<file path="src/rtl/elevator_controller.sv">
// rtl/elevator_controller.sv - 3-floor car scheduler and motion/door sequencer
// Optional intermediate-floor intercept: define ELEVATOR_INTERCEPT_EN.
module elevator_controller #(
    parameter logic [1:0] LABEL_F1      = 2'b00,
    parameter logic [1:0] LABEL_F2      = 2'b01,
    parameter logic [1:0] LABEL_F3      = 2'b10,
    parameter int         TRAVEL_CYCLES = 4,
    parameter int         DOOR_CYCLES   = 3,
    parameter int         CNT_W         = 8
) (
    input  logic       clk,
    input  logic       rst_n,
    input  logic [2:0] req,
    output logic       moving,
    output logic [1:0] goal_floor,
    output logic [1:0] current_floor,
    output logic       door_open,
    output logic       dir_up
);

    localparam logic [CNT_W-1:0] TRAVEL_RELOAD = CNT_W'(TRAVEL_CYCLES - 1);
    localparam logic [CNT_W-1:0] DOOR_RELOAD   = CNT_W'(DOOR_CYCLES - 1);

    typedef enum logic [1:0] {
        IDLE,
        MOVE,
        DOOR
    } state_t;

    state_t           state, state_nxt;
    logic [1:0]       cur_idx, cur_idx_nxt;
    logic [1:0]       goal_idx, goal_idx_nxt;
    logic [CNT_W-1:0] cnt, cnt_nxt;
    logic             moving_nxt, door_nxt, dir_nxt;

    logic             here_req;
    logic             above_any, below_any;
    logic [1:0]       above_idx, below_idx;
    logic             intercept;
    logic [1:0]       eff_goal;
    logic [1:0]       step_idx;

    // Floors are tracked as indices 0..2 internally; labels exist only on the ports.
    function automatic logic [1:0] label_of(input logic [1:0] idx);
        case (idx)
            2'd1:    return LABEL_F2;
            2'd2:    return LABEL_F3;
            default: return LABEL_F1;
        endcase
    endfunction

    always_comb begin
        here_req  = 1'b0;
        above_any = 1'b0;
        below_any = 1'b0;
        above_idx = cur_idx;
        below_idx = cur_idx;
        case (cur_idx)
            2'd0: begin
                here_req  = req[0];
                above_any = req[1] | req[2];
                above_idx = req[1] ? 2'd1 : 2'd2;
            end
            2'd1: begin
                here_req  = req[1];
                above_any = req[2];
                above_idx = 2'd2;
                below_any = req[0];
                below_idx = 2'd0;
            end
            default: begin
                here_req  = req[2];
                below_any = req[1] | req[0];
                below_idx = req[1] ? 2'd1 : 2'd0;
            end
        endcase
    end

`ifdef ELEVATOR_INTERCEPT_EN
    // Only a real F1<->F3 trip passes F2; zero-travel pulses (goal == cur) are excluded.
    assign intercept = (state == MOVE) && req[1] && (cur_idx != 2'd1) &&
                       (goal_idx != 2'd1) && (goal_idx != cur_idx);
`else
    assign intercept = 1'b0;
`endif

    assign eff_goal = intercept ? 2'd1 : goal_idx;
    assign step_idx = (eff_goal > cur_idx) ? (cur_idx + 2'd1) : (cur_idx - 2'd1);

    always_comb begin
        state_nxt    = state;
        cur_idx_nxt  = cur_idx;
        goal_idx_nxt = goal_idx;
        cnt_nxt      = cnt;
        moving_nxt   = moving;
        door_nxt     = door_open;
        dir_nxt      = dir_up;

        case (state)
            IDLE: begin
                if (here_req) begin
                    // Zero-travel: one-cycle moving pulse acknowledges the current floor.
                    goal_idx_nxt = cur_idx;
                    moving_nxt   = 1'b1;
                    cnt_nxt      = '0;
                    state_nxt    = MOVE;
                end else if (dir_up && above_any) begin
                    goal_idx_nxt = above_idx;
                    moving_nxt   = 1'b1;
                    cnt_nxt      = TRAVEL_RELOAD;
                    state_nxt    = MOVE;
                end else if (below_any) begin
                    goal_idx_nxt = below_idx;
                    dir_nxt      = 1'b0;
                    moving_nxt   = 1'b1;
                    cnt_nxt      = TRAVEL_RELOAD;
                    state_nxt    = MOVE;
                end else if (above_any) begin
                    goal_idx_nxt = above_idx;
                    dir_nxt      = 1'b1;
                    moving_nxt   = 1'b1;
                    cnt_nxt      = TRAVEL_RELOAD;
                    state_nxt    = MOVE;
                end
            end

            MOVE: begin
                goal_idx_nxt = eff_goal;
                if (cur_idx == eff_goal) begin
                    moving_nxt = 1'b0;
                    door_nxt   = 1'b1;
                    cnt_nxt    = DOOR_RELOAD;
                    state_nxt  = DOOR;
                end else if (cnt == '0) begin
                    cur_idx_nxt = step_idx;
                    if (step_idx == eff_goal) begin
                        moving_nxt = 1'b0;
                        door_nxt   = 1'b1;
                        cnt_nxt    = DOOR_RELOAD;
                        state_nxt  = DOOR;
                    end else begin
                        cnt_nxt = TRAVEL_RELOAD;
                    end
                end else begin
                    cnt_nxt = cnt - 1'b1;
                end
            end

            DOOR: begin
                if (cnt == '0) begin
                    door_nxt  = 1'b0;
                    state_nxt = IDLE;
                end else begin
                    cnt_nxt = cnt - 1'b1;
                end
            end

            default: begin
                state_nxt = IDLE;
            end
        endcase
    end

    always_ff @(posedge clk) begin
        if (!rst_n) begin
            state         <= IDLE;
            cur_idx       <= 2'd0;
            goal_idx      <= 2'd0;
            cnt           <= '0;
            moving        <= 1'b0;
            door_open     <= 1'b0;
            dir_up        <= 1'b1;
            current_floor <= LABEL_F1;
            goal_floor    <= LABEL_F1;
        end else begin
            state         <= state_nxt;
            cur_idx       <= cur_idx_nxt;
            goal_idx      <= goal_idx_nxt;
            cnt           <= cnt_nxt;
            moving        <= moving_nxt;
            door_open     <= door_nxt;
            dir_up        <= dir_nxt;
            current_floor <= label_of(cur_idx_nxt);
            goal_floor    <= label_of(goal_idx_nxt);
        end
    end

endmodule

</file>
<file path="config.mk">
export PLATFORM = sky130hd
export DESIGN_NAME = elevator_controller
export DESIGN_NICKNAME = d
export VERILOG_FILES = /design/src/rtl/elevator_controller.sv
export SDC_FILE = /design/constraint.sdc
export NUM_CORES = 1
export LEC_CHECK = 0
export ABC_AREA = 1
export CORE_MARGIN = 2
export CORE_UTILIZATION = 49
export DETAILED_ROUTE_END_ITERATION = 16
export PLACE_DENSITY = 0.69
export SLEW_MARGIN = 20
export SYNTH_ARGS = -nofsm -noshare
export SYNTH_HDL_FRONTEND = slang
export SYNTH_SLANG_ARGS = --single-unit
</file>
<file path="constraint.sdc">
create_clock -name clk -period 2 [get_ports clk]
set_input_delay 0.4 -clock clk [delete_from_list [all_inputs] [get_ports clk]]
set_output_delay 0.4 -clock clk [all_outputs]
set_load 0.005 [all_outputs]
</file>
==> run metrics, run 1 <==
Netlist Area Pre-Place ~1500 µm²; total CTS buffers 3; H-tree level count 1; async set or reset register ratio after synthesis 0%; RD Place Congestion about 0.84; number of iterations in the first detailed-routing pass 4; nets 264; kind of critical path reg -> reg; filler cell count 277; post-DR wirelength/cell around 10 µm; minimum clock period between 1.5 and 2 ns; Max VDD drop roughly 1200 µV; register bit total from synthesis 21; Ports 12; Clock transition at path regs roughly 0.13 ns; post-synth net total 239; static leakage around 0.89 nW; Remaining DRCs 0; largest net degree at the start of global routing 13; Design Power between 3 and 4 mW; Worst setup EP type flop; count leader, synth nand2_1; startpoint class of the critical path flop; Setup violations, final 0; Die Y roughly 58 µm; average cell area after synthesis ~6.5 µm²; clock root buffer clkbuf_4; Hold Crit Class reg -> reg; register area share after synthesis a little under 30%; CTS tree built; DR vias/cell 4.78; Synth area leaders dfxtp_1 29%, nand2_1 17%, inv_1 10%; Synth top area share between 20 and 30%; number of global-route vias before repair roughly 1200; Worst Max-Slew Pin Slew about 0.34 ns; Worst Hold Slack 0.465 ns; critical path data arrival time between 2 and 2.5 ns; unrepaired setup endpoints after global routing yes; Max Freq between 0.5 and 0.6 GHz; first-pass GRT wire length just under 5000 µm; crit path from cur_idx[1]; remaining antenna violation count 0; HP Start door_open; Max Cap Violations 0; Final Cycle Share around nine tenths; Ant. Diodes 0; Ys Warns 0; Area growth syn-to-layout 17.2%; post-synthesis cell count around 220; die width slightly below 60 µm; DP HPWL around 2300 µm; setup TNS 0 ns; DRT Wirelength ~2800 µm; met1 GRT Util 22.6%; Initial Util a little over half; Unique masters post-synth 24; Port-buffer cells 11; Post-synth EDFFs 0; initial drt markers 29; Final Hold Fails 0; Final Skew just over 0.008 ns; required time worst endpoint roughly 2.3 ns; M2 GR Usage 32.6%; share of layout cells above drive strength 1 between 10% and 20%; Synth area leader dfxtp_1; global route hottest layer met2; pwr/cell area 1820 nW/µm²; Std-Cell Rows 19; die area 3410 µm²; core area approximately 2800 µm²; grt met3 use under 10%; GRT Util Overall 18.5%; Reg-to-Reg Start cur_idx[1]; clk buf depth 2; Vias 1329; Commonest cells post-synth 66 x nand2_1, 39 x inv_1, 21 x dfxtp_1, 20 x nor2_1, 16 x nand3_1; initial antenna violation count 0; GRT Residual Overflow 0; status finished, final reports clean; Worst-Skew Late Latency 0.30 ns; Main synth FF type dfxtp_1; Slew Limit Fails 0; Clock Sinks 21; Slew headroom 77.2%; worst-path maximum fanout 8
[sequential cells by signal, summed over array words and instances (netlist names)]
| signal | count |
|---|---|
| current_floor | 2 |
| cur_idx | 2 |
| dir_up | 1 |
| door_open | 1 |
| goal_floor | 2 |
| eff_goal | 2 |
| moving | 1 |
| cnt | 8 |
| state | 2 |
[layout make-up]
| cell class | count | area (µm²) | area share [%] |
|---|---|---|---|
| multi-input cells | 160 | 873 | 51.4 |
| well taps | 31 | 38.8 | 2.28 |
| clock inverters | 1 | 5.00 | 0.294 |
| inverters | 41 | 154 | 9.05 |
| repair buffers | 21 | 185 | 10.9 |
| flip-flops and latches | 21 | 422 | 24.8 |
| clock buffers | 3 | 22.5 | 1.32 |
[timing repair]
item / CTS / global route
setup buffers: 0 / 0
resized for setup: 0 / 5
hold buffers: 0 / 0
setup endpoints to repair: 0 / 16
[final timing paths]
kind / end / slack (ns) / cells after the start
worst max-delay path: cnt[3] / 0.16 / 13
worst min register to register: door_open / 0.47 / 2
worst max register to register: cnt[3] / 0.16 / 13
worst min-delay path: door_open / 0.47 / 2
[per-stage QoR]
stage	setup slack [ns]	instances	utilization [%]	instance area, µm²
final	0.161	278	61.1	1700
after global routing	-0.00273	278	61.1	1700
after CTS	0.0975	278	60.8	1690
after detailed placement	-0.00574	274	59.8	1660
after global placement	0.00300	274	59.8	1660
after floorplan	0.221	223	-	1450
[power breakdown]
part           switching, mW  leakage (nW)  internal [mW]  total (mW)
Sequential             0.103         0.172          0.582       0.685
Clock                  0.134        0.0177         0.0745       0.208
Combinational           1.30         0.697          0.892        2.20
[layer usage]
layer / routed length [µm] / part of all wire, %
met2: 1340 / 47
met1: 1360 / 48
met4: 59 / 2.1
met5: 0 / 0
met3: 75 / 2.6
[cell families after synthesis]
logic type                 share of synthesized area (%)
and+or+nand+nor                                     37.5
AOI/OAI and AO/OA                                   11.5
xor gates and xnor gates                            1.21
buffers and inverters                               11.4
DFF                                                 29.0
adders and majority gates                           9.48
[worst max-delay path, cell delays in order (launching register included)]
cell and delay, ns:
dfxtp_1 0.33, inv_1 0.12, ha_1 0.25, inv_1 0.07, nand2_2 0.11, nand2_1 0.07, nand2_2 0.07, nand2_2 0.08
nor2_4 0.15, nor2_4 0.07, buf_4 0.14, a21oi_4 0.14, inv_2 0.09, a21oi_2 0.10
[placed cells by master, fill, tap and decap left out, drive strengths merged, types with 2 or more instances in the layout]
cell / n
a21oi: 12
buf: 10
clkbuf: 3
clkdlybuf4s50: 11
dfxtp: 21
ha: 11
inv: 41
nand2: 69
nand3: 18
nand4: 3
nor2: 25
nor3: 5
o21ai: 10
or2: 2
xor2: 2
Power figures use the tool's default switching activity.
==> inputs of run 2 (changes only) <==
--- a/config.mk
+++ b/config.mk
@@ -9,7 +9,7 @@
 export CORE_MARGIN = 2
 export CORE_UTILIZATION = 49
 export DETAILED_ROUTE_END_ITERATION = 16
-export PLACE_DENSITY = 0.69
+export PLACE_DENSITY = 0.72
 export SLEW_MARGIN = 20
 export SYNTH_ARGS = -nofsm -noshare
 export SYNTH_HDL_FRONTEND = slang
==> constraint.sdc (replaced) <==
create_clock -name clk -period 1.6 [get_ports clk]
set_input_delay 0.32 -clock clk [delete_from_list [all_inputs] [get_ports clk]]
set_output_delay 0.32 -clock clk [all_outputs]
set_load 0.005 [all_outputs]
==> run 2 against run 1 <==
The run now ends with setup timing left; via count rose by 20%; global-route usage rose by 3.9 points; final area grew 28%; first-iteration DRC count is 120% higher; sequential share of layout area fell by 5.1 points; cell count increased by 11%; setup slack lost 0.30 ns; wire length is 35% higher.
==> run metrics, run 2 (same netlist as run 1, synthesis figures left out) <==
most used cell, CP nand2_1; number of iterations in the first detailed-routing pass 4 (unchanged); Worst setup EP type flop; Clock transition at path regs 0.12 ns (about the same); share of layout cells above drive strength 1 38.8% (+25 points); initial antenna violation count 0 (unchanged); r2r setup slk -0.14 ns (-0.30 ns); clock root buffer clkbuf_4; number of flip-flops in the largest register 8 (unchanged); Worst Max-Slew Pin Slew 0.344 ns (+0.00504 ns); total CTS buffers 3 (unchanged); Worst-Skew Late Latency 0.32 ns (+0.02 ns); nets 295 (+12%); Max Cap Violations 0 (unchanged); placement-stage cell area 1880 µm² (+13%); Ant. Diodes 0 (unchanged); filler cell count 204 (-26%); worst-path maximum fanout 8 (unchanged); post-route cell area 2170 µm² (+28%); Remaining DRCs 0 (unchanged); Std-Cell Rows 19 (unchanged); Crit path max-delay family simple AND/OR/NAND/NOR gates; required time worst endpoint 1.86 ns (-0.39 ns); DR vias/cell 5.15 (+7.8%); largest net degree at the start of global routing 12 (-1); unrepaired setup endpoints after global routing yes; crit path to cnt[0]; initial drt markers 63 (+120%); H-tree level count 1 (unchanged); GRT Residual Overflow 0 (unchanged); die area 3410 µm² (unchanged); RD Place Congestion 0.859 (+2.0%); DRT Wirelength 3840 µm (+35%); Ports 12 (unchanged); Initial Util 52.2% (unchanged); Slew Limit Fails 0 (unchanged); Final Cycle Share 109% (+17 points); r2r worst-path depth 12 (-1); crit path from cur_idx[0]; post-DR wirelength/cell 12.4 µm (+22%); Hold Crit Class reg -> reg; critical path data arrival time 2.00 ns (-0.09 ns); Setup violations, final 17 (+17); Final Hold Fails 0 (unchanged); most frequent cells in the layout 47 x nand2_1, 37 x buf_4, 33 x inv_1, 19 x nor2_1, 17 x dfxtp_1; RR Endpoint cnt[0]; Final Skew 0.00310 ns (-0.00514 ns); remaining antenna violation count 0 (unchanged); Vias 1592 (+20%); Max Freq 0.576 GHz (+5.9%); final worst slack -0.137 ns (-0.298 ns); number of global-route vias before repair 1510 (+22%); Slowest cell on crit path dfxtp_4; Crit path buffers/inverters 2 (-2); crit path cell chain buf_4 -> ha_4 -> nand2_4 -> nand2_2 -> nand2_1 -> nand3_1 -> nand3_2 -> nand2_4 -> buf_6 -> nand2_1 -> nand2_1 -> a21oi_1; minimum clock period 1.74 ns (-0.102 ns); CTS tree built; Top reg by flops cnt; Port-buffer cells 11 (unchanged); status finished, violations left; GRT Util Overall 22.4% (+3.9 points); Clock Sinks 21 (unchanged); first-pass GRT wire length 6010 µm (+22%); setup TNS -1.18 ns (-1.18 ns); Slew headroom 76.9% (-0.34 points); Die Y 58.4 µm (unchanged); Reg-to-Reg Start cur_idx[0]; CP Depth 12 (-1); DP HPWL 2580 µm (+13%); failing checks setup timing; clk buf depth 2 (unchanged); kind of critical path reg -> reg; CP max stage delay 0.39 ns (+0.06 ns); die width 58.4 µm (unchanged); core area 2780 µm² (unchanged); Area growth syn-to-layout 49.7%; most common cell after layout, fill and taps aside nand2_1; startpoint class of the critical path flop
==> run 2: cell count changes in the layout (fill, tap and decap cells not counted), sizes merged <==
| cell | previous run | this run |
|---|---|---|
| clkbuf | 3 | 4 |
| buf | 10 | 41 |
| clkinv | 1 | 0 |
==> run 2: layout make-up <==
| type | instances | area, µm² | area share (%) |
|---|---|---|---|
| multi-input combinational | 160 | 1080 | 49.9 |
| sequential | 21 | 428 | 19.7 |
| tap | 31 | 38.8 | 1.78 |
| timing repair buffer | 52 | 433 | 19.9 |
| clock buffer | 4 | 26.3 | 1.21 |
| inverter | 41 | 164 | 7.54 |
==> run 2: layer usage <==
metal	global-route usage, %	routed length [µm]	up-vias
li1	-	-	804
met1	27.2	1560	747
met2	40.3	2070	31
met3	1.98	114	10
met4	8.97	90	0
met5	0	0	-
==> run 2: what timing repair did <==
| item | 4_1_cts | 5_1_grt |
|---|---|---|
| pin swaps | 7 | 16 |
| gates cloned | 0 | 0 |
| hold buffers | 0 | 0 |
| buffers inserted | 4 | 3 |
| endpoints found under the setup margin | 19 | 20 |
| resized for setup | 16 | 42 |
==> run 2: how the worst min path moves through the flow <==
stage	start	end	slack, ns	cells past startpoint
finish	door_open	door_open	0.47	2
global route	door_open	door_open	0.52	2
CTS	door_open	door_open	0.47	2
detailed placement	door_open	door_open	0.45	2
global placement	door_open	door_open	0.45	2
floorplan	rst_n	dir_up	0.40	1
==> run 2: per-stage QoR <==
step / instances / setup slack (ns) / util (%) / hold slack (ns)
after detailed placement: 298 / -0.339 / 67.7 / 0.449
final: 309 / -0.137 / 78.1 / 0.467
after global placement: 298 / -0.294 / 67.7 / 0.446
after CTS: 306 / -0.105 / 71.8 / 0.467
after floorplan: 223 / -0.0439 / - / 0.404
after global routing: 309 / -0.242 / 78.1 / 0.518
==> run 2: worst register-to-register path, stage by stage, from the launching register on <==
cell and delay [ns]:
dfxtp_4 0.39, buf_4 0.15, ha_4 0.24, nand2_4 0.12, nand2_2 0.09, nand2_1 0.07, nand3_1 0.08, nand3_2 0.10
nand2_4 0.10, buf_6 0.13, nand2_1 0.04, nand2_1 0.04, a21oi_1 0.12
Power of run 2 is not shown: default switching activity piles up to over one toggle a cycle in this logic, so the estimate is an artifact.
